[config.mk]
export PLATFORM = sky130hd
export DESIGN_NAME = medidor_periodo
export DESIGN_NICKNAME = d
export VERILOG_FILES = /design/src/rtl/medidor_periodo.sv
export SDC_FILE = /design/constraint.sdc
export NUM_CORES = 1
export LEC_CHECK = 0
export ABC_AREA = 1
export ABC_CLOCK_PERIOD_IN_PS = 2000
export CAP_MARGIN = 0
export CORE_ASPECT_RATIO = 1.2
export CORE_MARGIN = 3
export CORE_UTILIZATION = 28
export DETAILED_ROUTE_END_ITERATION = 16
export PLACE_DENSITY = 0.43
export SYNTH_ARGS = -nofsm -noshare
export SYNTH_HDL_FRONTEND = slang
export SYNTH_SLANG_ARGS = --single-unit
[constraint.sdc]
create_clock -name clock -period 2 [get_ports clock]
set_input_delay 0.4 -clock clock [delete_from_list [all_inputs] [get_ports clock]]
set_output_delay 0.4 -clock clock [all_outputs]
set_load 0.01 [all_outputs]
[src/rtl/medidor_periodo.sv]
// rtl/medidor_periodo.sv - period measurer: enable ticks between rising edges of pulso, reported as period-1
// Valid/read handshake with saturation on overflow and a sticky lost-result flag.
module medidor_periodo #(
   parameter int modulo = 16,
   localparam int width_counter = $clog2(modulo)
) (
   input  logic                     clock,
   input  logic                     reset,
   input  logic                     enable,
   input  logic                     pulso,
   input  logic                     borrar,
   input  logic                     leer,
   output logic [width_counter-1:0] medida,
   output logic                     valida,
   output logic                     desborde,
   output logic                     perdido
);

   localparam int CW = $clog2(modulo + 1);
   localparam logic [CW-1:0] MOD_C = CW'(modulo);

   typedef enum logic {IDLE, MIDE} estado_t;

   estado_t                  state_q;
   logic                     pulso_q;
   logic [CW-1:0]            cnt_q;
   logic                     ovf_q;
   logic [width_counter-1:0] medida_q;
   logic                     valida_q;
   logic                     desborde_q;
   logic                     perdido_q;

   logic                     flanco;
   logic                     sat;
   logic [CW-1:0]            cnt_d;
   logic                     ovf_d;
   logic [CW-1:0]            per_m1;
   logic [width_counter-1:0] medida_d;
   logic                     nuevo;

   assign flanco = pulso & ~pulso_q;
   assign sat    = (cnt_q == MOD_C);
   // Period including the enable of the current cycle, so a closing edge counts its own tick.
   assign cnt_d  = sat ? cnt_q : cnt_q + CW'(enable);
   assign ovf_d  = ovf_q | (sat & enable);
   assign per_m1 = cnt_d - CW'(1);
   assign medida_d = ovf_d ? width_counter'(modulo - 1) : per_m1[width_counter-1:0];
   assign nuevo  = flanco & (state_q == MIDE) & (ovf_d | (cnt_d != '0));

   always_ff @(posedge clock or posedge reset) begin
      if (reset) begin
         state_q    <= IDLE;
         pulso_q    <= 1'b0;
         cnt_q      <= '0;
         ovf_q      <= 1'b0;
         medida_q   <= '0;
         valida_q   <= 1'b0;
         desborde_q <= 1'b0;
         perdido_q  <= 1'b0;
      end else begin
         pulso_q <= pulso;
         if (borrar) begin
            state_q   <= IDLE;
            cnt_q     <= '0;
            ovf_q     <= 1'b0;
            valida_q  <= 1'b0;
            perdido_q <= 1'b0;
         end else begin
            if (flanco) begin
               state_q <= MIDE;
               cnt_q   <= '0;
               ovf_q   <= 1'b0;
            end else if (state_q == MIDE) begin
               cnt_q <= cnt_d;
               ovf_q <= ovf_d;
            end
            if (nuevo) begin
               medida_q   <= medida_d;
               desborde_q <= ovf_d;
               valida_q   <= 1'b1;
               perdido_q  <= valida_q & ~leer;
            end else if (leer && valida_q) begin
               valida_q  <= 1'b0;
               perdido_q <= 1'b0;
            end
         end
      end
   end

   assign medida   = medida_q;
   assign valida   = valida_q;
   assign desborde = desborde_q;
   assign perdido  = perdido_q;

endmodule
==> impl_results.md, run 1 <==
- DR vias/cell: about 4.7
- Routability Congestion: between 0.7 and 0.8
- DP HPWL: between 1.5 and 2 mm
- Reg clk slew, reported paths: 0.10 ns
- Clock buffer depth: 2
- Design area: approximately 1200 sq um
- Slew headroom: around three fifths
- Crit start category: primary input
- Clock Skews: around 0.012 ns
- Most frequent cells in the layout: nand2_1 (33), inv_1 (16), dfrtp_1 (15), clkdlybuf4s50_1 (12), nand3_1 (11)
- H-tree levels: 1
- Routed Antenna Nets: 0
- Crit-path cells: clkdlybuf4s50_1 > ha_1 > nand2_1 > buf_4 > ha_1 > or2_1 > nand3_1 > nand3_1 > nand2_1
- CTS tree: yes
- F_max: about 540 MHz
- Final Hold Fails: 0
- Hold_buf cts: 0
- Starting density of the core: between 20% and 30%
- Layout cells sized above 1: ~19%
- Row count: 22
- CP arrival: between 2 and 2.5 ns
- Drt total wl: approximately 2.1 mm
- Setup Viol. Count Final: 0
- Num ports: 13
- Initial antenna violation count: 0
- Maximum fanout along the worst path: 3
- Worst slew pin tran: about 0.61 ns
- Post-CTS Setup Inserts: 0
- Unrepaired setup endpoints after global routing: false
- Crit path kind: primary input to flop
- WHS: about 0.47 ns
- TritonRoute pass-1 iters: 4
- GRT Resource Usage Total: 11.7%
- Die Ht: around 69 microns
- VDD IR max: 293 uV
- Largest net degree at the start of global routing: 16
- Clock tree root buffer cell: clkbuf_4
- Leakage power: 0.000558 uW
- Num CTS Buffers: 3
- Max Slew Vio Count: 0
- Initial drt markers: 19
- Max-cap violations: 0
- Diodes inserted: 0
- Fin crit period: ~1.9 ns
- Cell Area, Placed: about 1100 sq um
- Worst-skew pair later-pin latency: 0.29 ns
- Sequential-to-total area share from yosys stat: between 40% and 50%
- Port Buf Inserts: 12
- Cells on worst reg2reg path: 8
- Post-synth net total: 128
- Worst Path Buf+Inv: 2
- Worst Hold Class: primary input to asynchronous set/reset pin
- WL per Instance: between 10 and 15 microns
- Vias in the first global route: approximately 880
- Clock Sinks: 15
- PD cells: 591 nW/um^2
- Worst r2r src: cnt_q[0]
- CTS resizes: 0
- Filler Cells Inserted: between 300 and 400
- Worst path top cell family by delay: buffers and inverters
- Layout area overhead: 26.8%
- Synth warn: 0
- Die width: 58.8 microns
- Slowest stage delay, CP: 0.45 ns
- CP Capture Type: flop
- Cell Area, Synth: 938 sq um
- CP Data Required Time: 2.22 ns
- Number of synthesized register bits: 15
- Die area: just over 4000 sq um
- Synthesized instance count: ~120
- R2R Setup Slk: between 0.2 and 0.3 ns
- FF-to-FF End: medida[2]
- Core Area: 3140 sq um
- First-pass GRT wire length: 3.76 mm
- Avg Synthesized Cell Area: a little under 8 sq um
- Tcrit/Tclk final: 92.8%
- Tot Pwr: roughly 700 uW
- Status: complete, no violations
- DRC viols: 0
- Post-synth cell types: 20
- Via count: between 800 and 900
- Grt ovf: 0
- Slowest cell on the critical path: clkdlybuf4s50_1
- Nets: approximately 150
- Most common cell after layout, fill and taps aside: nand2_1
==> power breakdown <==
part | internal (uW) | total (uW) | leakage, uW | switching, uW
logic | 90.7 | 173 | 0.000342 | 82.7
registers | 331 | 347 | 0.000200 | 15.9
clock network | 77.4 | 182 | 0.0000150 | 105
total | 499 | 703 | 0.000558 | 204
==> cells by family after synthesis <==
logic type	after synthesis	share of synthesized area, %
adder cells (fa/ha/maj)	4	5.33
AO/OA/AOI/OAI	10	6.26
flip-flops	15	40.0
buffers and inverters	16	6.40
AND/OR/NAND/NOR	73	42.0
==> through the flow <==
step,setup WS (ns),utilization [%],TNS [ns],std cells
3_5_place_dp,-0.212,36.6,-1.40,172
6_report,0.143,37.9,0,176
5_1_grt,0.0123,37.9,0,176
3_3_place_gp,-0.185,36.6,-1.21,172
4_1_cts,0.101,37.4,0,176
2_1_floorplan,0.401,-,0,118
==> cell usage after synthesis <==
cell      instances  area [sq um]
nand3_1          11          55.1
ha_1              4          50.1
o22ai_1           4          25.0
nand2_1          34           128
or2_1             1          6.26
nor2_2            2          12.5
o21ai_1           1          5.00
nand2_4           2          22.5
nand4_1           4          25.0
nand3_4           2          35.0
inv_1            16          60.1
o21ai_0           3          15.0
nand2_2           3          18.8
dfrtp_1          15           375
o21ai_2           1          8.76
nand3b_1          1          7.51
nor2_4            3          33.8
a21oi_1           1          5.00
nand3_2           2          20.0
nor2_1            8          30.0
==> area by class of cell <==
class | instances | area (sq um) | area share (%)
clock buffer | 4 | 26.3 | 2.21
tap | 36 | 45.0 | 3.79
sequential | 15 | 375 | 31.5
timing repair buffer | 18 | 165 | 13.9
multi-input combinational | 87 | 518 | 43.5
inverter | 16 | 60.1 | 5.05
==> sequential cells by signal, indices dropped and copies added (netlist names) <==
signal	flops
medida	4
cnt_q	5
pulso_q	1
ovf_q	1
valida	1
state_q	1
perdido	1
desborde	1
==> layer usage <==
metal	track usage [%]	vias up	share of wire, %
met1	15.1	379	47
met4	5.29	0	1.0
met5	0	-	0
met3	1.68	2	2.4
met2	18.9	10	50
li1	-	431	-
==> how the worst max path moves through the flow <==
stage	depth (start not counted)	start	endpoint	slack, ns
after floorplan	11	cnt_q[1]	perdido	0.40
after global placement	13	enable	medida[2]	-0.18
after detailed placement	14	enable	perdido	-0.21
after CTS	14	enable	perdido	0.10
after global routing	14	enable	medida[3]	0.01
final	9	enable	medida[2]	0.14
(Power assumes the default switching activity.)
==> run 2: changes to the inputs <==
--- a/config.mk
+++ b/config.mk
@@ -6,7 +6,6 @@
 export NUM_CORES = 1
 export LEC_CHECK = 0
 export ABC_AREA = 1
-export ABC_CLOCK_PERIOD_IN_PS = 2000
 export CAP_MARGIN = 0
 export CORE_ASPECT_RATIO = 1.2
 export CORE_MARGIN = 3
==> results of run 2 <==
No change in the layout: final DEF, timing and power equal those of run 1.
